<file path="src/rtl/wb_stage.sv">
// wb_stage: write-back register; drives the regfile write port, the ID forwarding bus and a retire counter.
// Latency: 1 cycle (captured at edge N, visible in cycle N+1); all outputs come from WB state only.
// Backpressure: wb_allowin = ~stall & ~flush; a held entry writes the regfile exactly once.
// Optional trace port (debug_wb_*) is present only when WB_DEBUG_TRACE_EN is defined.
module wb_stage (
   input  logic        clk,
   input  logic        resetn,
   input  logic        stall,
   input  logic        flush,
   input  logic        mem_to_wb_valid,
   input  logic [69:0] mem_to_wb_bus,
   output logic        wb_allowin,
   output logic        rf_we,
   output logic [4:0]  rf_waddr,
   output logic [31:0] rf_wdata,
   output logic [37:0] wb_to_id_bus,
   output logic [31:0] retire_cnt
`ifdef WB_DEBUG_TRACE_EN
   ,
   output logic [31:0] debug_wb_pc,
   output logic [3:0]  debug_wb_rf_wen,
   output logic [4:0]  debug_wb_rf_wnum,
   output logic [31:0] debug_wb_rf_wdata
`endif
);

   logic        r_wb_valid;
   logic        r_wb_done;
   logic [69:0] r_wb_bus;
   logic [31:0] r_retire_cnt;

   logic [31:0] w_bus_pc;
   logic        w_bus_we;
   logic [4:0]  w_bus_waddr;
   logic [31:0] w_bus_wdata;
   logic        w_capture;
   logic        w_wb_fire;
   logic        w_dest_ok;

   assign w_bus_pc    = r_wb_bus[69:38];
   assign w_bus_we    = r_wb_bus[37];
   assign w_bus_waddr = r_wb_bus[36:32];
   assign w_bus_wdata = r_wb_bus[31:0];

   assign wb_allowin  = ~stall & ~flush;
   assign w_capture   = mem_to_wb_valid & wb_allowin;
   // The entry commits only on its first valid cycle; later held cycles are silent.
   assign w_wb_fire   = r_wb_valid & ~r_wb_done;
   // Writes to $0 never reach the regfile or the forwarding bus.
   assign w_dest_ok   = w_bus_we & (w_bus_waddr != 5'd0);

   assign rf_we        = w_wb_fire & w_dest_ok;
   assign rf_waddr     = w_bus_waddr;
   assign rf_wdata     = w_bus_wdata;
   // Forwarding stays asserted for as long as the entry is held, not only on the fire cycle.
   assign wb_to_id_bus = {r_wb_valid & w_dest_ok, w_bus_waddr, w_bus_wdata};
   assign retire_cnt   = r_retire_cnt;

   // Pipeline entry: flush drops it, capture loads it, otherwise drain or hold and mark committed.
   always_ff @(posedge clk or negedge resetn) begin
      if (!resetn) begin
         r_wb_valid <= 1'b0;
         r_wb_done  <= 1'b0;
         r_wb_bus   <= 70'd0;
      end else if (flush) begin
         r_wb_valid <= 1'b0;
         r_wb_done  <= 1'b0;
      end else if (w_capture) begin
         r_wb_bus   <= mem_to_wb_bus;
         r_wb_valid <= 1'b1;
         r_wb_done  <= 1'b0;
      end else begin
         if (wb_allowin) begin
            r_wb_valid <= 1'b0;
         end
         if (w_wb_fire) begin
            r_wb_done <= 1'b1;
         end
      end
   end

   // Retired-instruction count: one per commit, including non-writing ones and a fire under flush.
   always_ff @(posedge clk or negedge resetn) begin
      if (!resetn) begin
         r_retire_cnt <= 32'd0;
      end else if (w_wb_fire) begin
         r_retire_cnt <= r_retire_cnt + 32'd1;
      end
   end

`ifdef WB_DEBUG_TRACE_EN
   assign debug_wb_pc       = w_bus_pc;
   assign debug_wb_rf_wen   = {4{rf_we}};
   assign debug_wb_rf_wnum  = rf_waddr;
   assign debug_wb_rf_wdata = rf_wdata;
`else
   // The pc field is only observable through the trace port.
   logic w_unused_pc;
   assign w_unused_pc = ^w_bus_pc;
`endif

endmodule

</file>
<file path="config.mk">
export PLATFORM = sky130hd
export DESIGN_NAME = wb_stage
export DESIGN_NICKNAME = d
export VERILOG_FILES = /design/src/rtl/wb_stage.sv
export SDC_FILE = /design/constraint.sdc
export NUM_CORES = 1
export LEC_CHECK = 0
export CORE_MARGIN = 2
export CORE_UTILIZATION = 41
export CTS_BUF_LIST = sky130_fd_sc_hd__clkbuf_8
export DETAILED_ROUTE_END_ITERATION = 6
export GPL_TIMING_DRIVEN = 0
export HOLD_SLACK_MARGIN = 0.03
export PLACE_DENSITY = 0.88
export REMOVE_ABC_BUFFERS = 1
export SLEW_MARGIN = 20
export SYNTH_ARGS = -nofsm -noshare
export SYNTH_HDL_FRONTEND = slang
export SYNTH_SLANG_ARGS = --single-unit
</file>
<file path="constraint.sdc">
create_clock -name clk -period 2.4 [get_ports clk]
set_clock_uncertainty 0.2 [all_clocks]
set_input_delay 0.24 -clock clk [delete_from_list [all_inputs] [get_ports clk]]
set_output_delay 0.24 -clock clk [all_outputs]
set_load 0.005 [all_outputs]
</file>
# == Word level (Yosys, flattened, before mapping) ==
# Index checks and enable logic that the tools add are counted.
# op_classes
addsub,1
mux,6
bitwise_logic,9
reduce_logical,4
# ops
op,count
"32-bit by 1-bit adder with 32-bit output, second input constant",1
1-bit AND,6
1-bit 2-to-1 mux,6
3-bit nonzero test,2
5-bit nonzero test,1
1-bit NOT,3
2-bit AND reduction,1
# totals
reg_bits,72
input_bits,75
output_inout_bits,109
elab_cells,24

# == Longest topological paths before layout ==
# logic_depth
word_depth,5
ltp_mapped,5
mapped_depth_nobuf,5

# == Worst setup path after synthesis ==
# Ideal clock, no wire load.
# synth_path
path_kind,reg2reg
from,"reg r_retire_cnt[0], in the netlist retire_cnt[0]"
to,"reg r_retire_cnt[22], in the netlist retire_cnt[22]"
setup_time_ps,123
arrival_ps,1813
required_ps,2077
path_slack_ps,263
path_stages_with_launch,6
n_path_buf,0
period_less_slack_ps,2137
path_cell_list,dfrtp_1 > ha_1 > nand3_1 > nor4_4 > or4b_1 > xnor2_1
# synth_via
elab_chain_len,1
# synth_rtl
item,line,source
start: declaration,30,logic [31:0] r_retire_cnt;
start signal: assignment,87,r_retire_cnt <= r_retire_cnt + 32'd1;
32-bit by 1-bit adder with 32-bit output,87,
# Every way passes these cells.
# A chain may end at the register's enable or synchronous reset.

# == Worst setup path in the final report ==
# layout_path
from,reg r_wb_bus[33]
to,out wb_to_id_bus[37]
# layout_via
elab_chain_len,3
# layout_rtl
item,line,source
start: declaration,29,logic [69:0] r_wb_bus;
start signal: assignment,69,r_wb_bus <= mem_to_wb_bus;
5-bit nonzero test,50,assign w_dest_ok = w_bus_we & (w_bus_waddr != 5'd0);
1-bit AND,50,
1-bit AND,56,"assign wb_to_id_bus = {r_wb_valid & w_dest_ok, w_bus_waddr, w_bus_wdata};"
end: declaration,16,"output logic [37:0] wb_to_id_bus,"
# Every way passes these cells.

==> impl_metrics.tcl <==
set metrics [dict create \
    finalPower_mw 3.47 \
    cp.required_ns 1.96 \
    port-buffer-count 151 \
    grt_pass1_wl_um 11700 \
    start_kind "flop" \
    routedWlPerCell_um 14.7 \
    cts_sinks 72 \
    die_area_mm2 0.00931 \
    maxCapViolations 0 \
    path_class "flop to output pin" \
    die_w_um 96.5 \
    synth.distinct_cells 28 \
    irDropWorstVdd_mv 0.409 \
    fin_crit_sh 0.973 \
    mostFrequentLayoutCell "clkdlybuf4s50_1" \
    crit_fanout 2 \
    grt_max_degree 38 \
    hold_viol_final 0 \
    stdcell_area_mm2 0.00489 \
    cts_buffer_depth 2 \
    firstDrtPassIters 5 \
    overflow 0 \
    hp-class "input pin to async pin" \
    pre_cts_ws_ns 0.0417 \
    cp-startpoint "r_wb_bus[33]" \
    timing.rr.start "retire_cnt[0]" \
    arrival_ns 1.90 \
    crit_end "wb_to_id_bus[37]" \
    synth_area_leader_cell "dfrtp_1" \
    synthTopCellsByArea "dfrtp_1 (51%), buf_4 (16%), mux2_2 (12%)" \
    antenna_found_initial 0 \
    n_antenna_cell 0 \
    start_util 0.425 \
    cts_tree "done" \
    cts_max_level 3 \
    area_growth_pct 39.5 \
    slew_viol_final 0 \
    mostFrequentLayoutCells "clkdlybuf4s50_1 (149), dfrtp_1 (72), mux2_2 (38)" \
    fp.dieH_um 96.5 \
    synthCells 290 \
    yosysWarnings 0 \
    num_vias 2363 \
    yosysSeqAreaShare 0.514 \
    setup_viol_count_final 0 \
    period_minus_slack_ns 2.34 \
    placed_cell_area_mm2 0.00462 \
    cts_root_buffer "clkbuf_8" \
    fmax_ghz 0.428 \
    final_layout_size_suffix_gt1_frac 0.175 \
    core_area_mm2 0.00826 \
    status "finished, final reports clean" \
    fp-row-count 33 \
    max_slew_margin 0.507 \
    vias_per_cell 4.79 \
    numCtsBuffers 9 \
    grt_pass1_vias 2467 \
    dp_hpwl_um 5440 \
    endpoint_kind "output pin" \
    grtUsageTotal 0.165 \
    wl_um 7250 \
    rsz0062_at_grt "false" \
    worst-r2r-setup-slack_ns 0.24 \
    gp_congestion 0.785 \
    leakagePower_nw 2.04 \
    worst_slack_ns 0.0637 \
    reg2reg_to "retire_cnt[22]" \
    syn-cell-area_mm2 0.00351 \
    finalNetCount 459 \
    ys_ff_latch 72 \
    reg2reg_depth 6 \
    clkLatencyLatePin_ns 0.33 \
    worst_slew_pin_slew_ns 0.733 \
    syn_area_per_cell_um2 12.1 \
    route.detailed.drc 0 \
    drt_first_iter_violations 38 \
    synth_top_area_frac 0.514 \
    ios 184 \
    ant_nets 0 \
    path_clk_slew_ns 0.08 \
    p_per_area_mw_per_mm2 710 \
]
## logic make-up (layout without fill, tap and decap cells)
logic type               count (synthesis)  count (layout)  share of synthesized area
adder cells (fa/ha/maj)                  1               1                    0.00357
AO/OA/AOI/OAI                            1               1                    0.00286
XOR/XNOR                                31              31                     0.0774
AND/OR/NAND/NOR                         67              67                      0.113
flip-flops                              72              72                      0.514
buffers and inverters                   79             177                      0.164
multiplexers                            39              39                      0.125
## final cells by class
cell class,instances,area (um2)
fillers,662,3370
flip-flops and latches,72,1800
repair buffers,160,1600
multi-input cells,139,1130
clock buffers,10,138
well taps,105,131
clock inverters,6,83.8
inverters,1,3.75
## metrics by stage
stage	utilization	setup TNS, ns	std cells	hold WS [ns]
finish	0.592	0	493	0.196
global route	0.592	0	493	0.241
CTS	0.588	0	488	0.202
detailed placement	0.559	0	470	0.0262
global placement	0.554	-124.54	468	0.263
floorplan	-	0	212	-0.256
## power by group
part	internal, mW	switching (mW)
Sequential	1.37	0.157
Clock	0.608	0.432
Combinational	0.649	0.252
## sequential cells by signal (all words and copies together), names as in the netlist
| name | flops |
|---|---|
| retire_cnt | 32 |
| r_wb_valid | 1 |
| r_wb_bus | 38 |
| r_wb_done | 1 |
## layer usage
metal  vias to the layer above  track usage  wire (um)
met4                         0       0.0528         95
li1                       1095            -          -
met1                      1155        0.190       2850
met5                         -            0          0
met2                       105        0.285       3690
met3                         8       0.0613        617
## worst min path at each step
stage | startpoint | endpoint | slack, ns | depth (start not counted)
after floorplan | resetn | r_wb_bus[0] | -0.26 | 0
after CTS | resetn | retire_cnt[10] | 0.20 | 2
after global placement | retire_cnt[31] | retire_cnt[31] | 0.26 | 1
final | resetn | retire_cnt[10] | 0.20 | 2
after detailed placement | resetn | retire_cnt[10] | 0.03 | 1
after global routing | resetn | retire_cnt[10] | 0.24 | 2
## critical path, stage by stage, from the launching register on
cell and delay (ns):
dfrtp_1 0.40, or3_1 0.39, o311a_1 0.31, clkdlybuf4s50_1 0.46
## synth_stat cells
cell	n
and2_1	3
and3_1	2
and4_1	2
buf_2	1
buf_4	74
clkbuf_1	3
dfrtp_1	72
ha_1	1
inv_1	1
mux2_2	38
mux2i_1	1
nand2_1	14
nand2b_4	1
nand3_1	7
nand3b_1	1
nand4_1	14
nor2_1	7
nor2b_1	2
nor3_1	6
nor4_2	2
nor4_4	1
o311a_1	1
or2_2	1
or3_1	2
or4_1	1
or4b_1	1
xnor2_1	21
xor2_1	10
## repair_timing
item,CTS,global route
endpoints found under the setup margin,1,1
buffers inserted,1,5
hold endpoints to repair,35,0
pin swaps,0,1
gates resized for setup,1,0
hold buffers,1,0
Power figures use the tool's default switching activity.
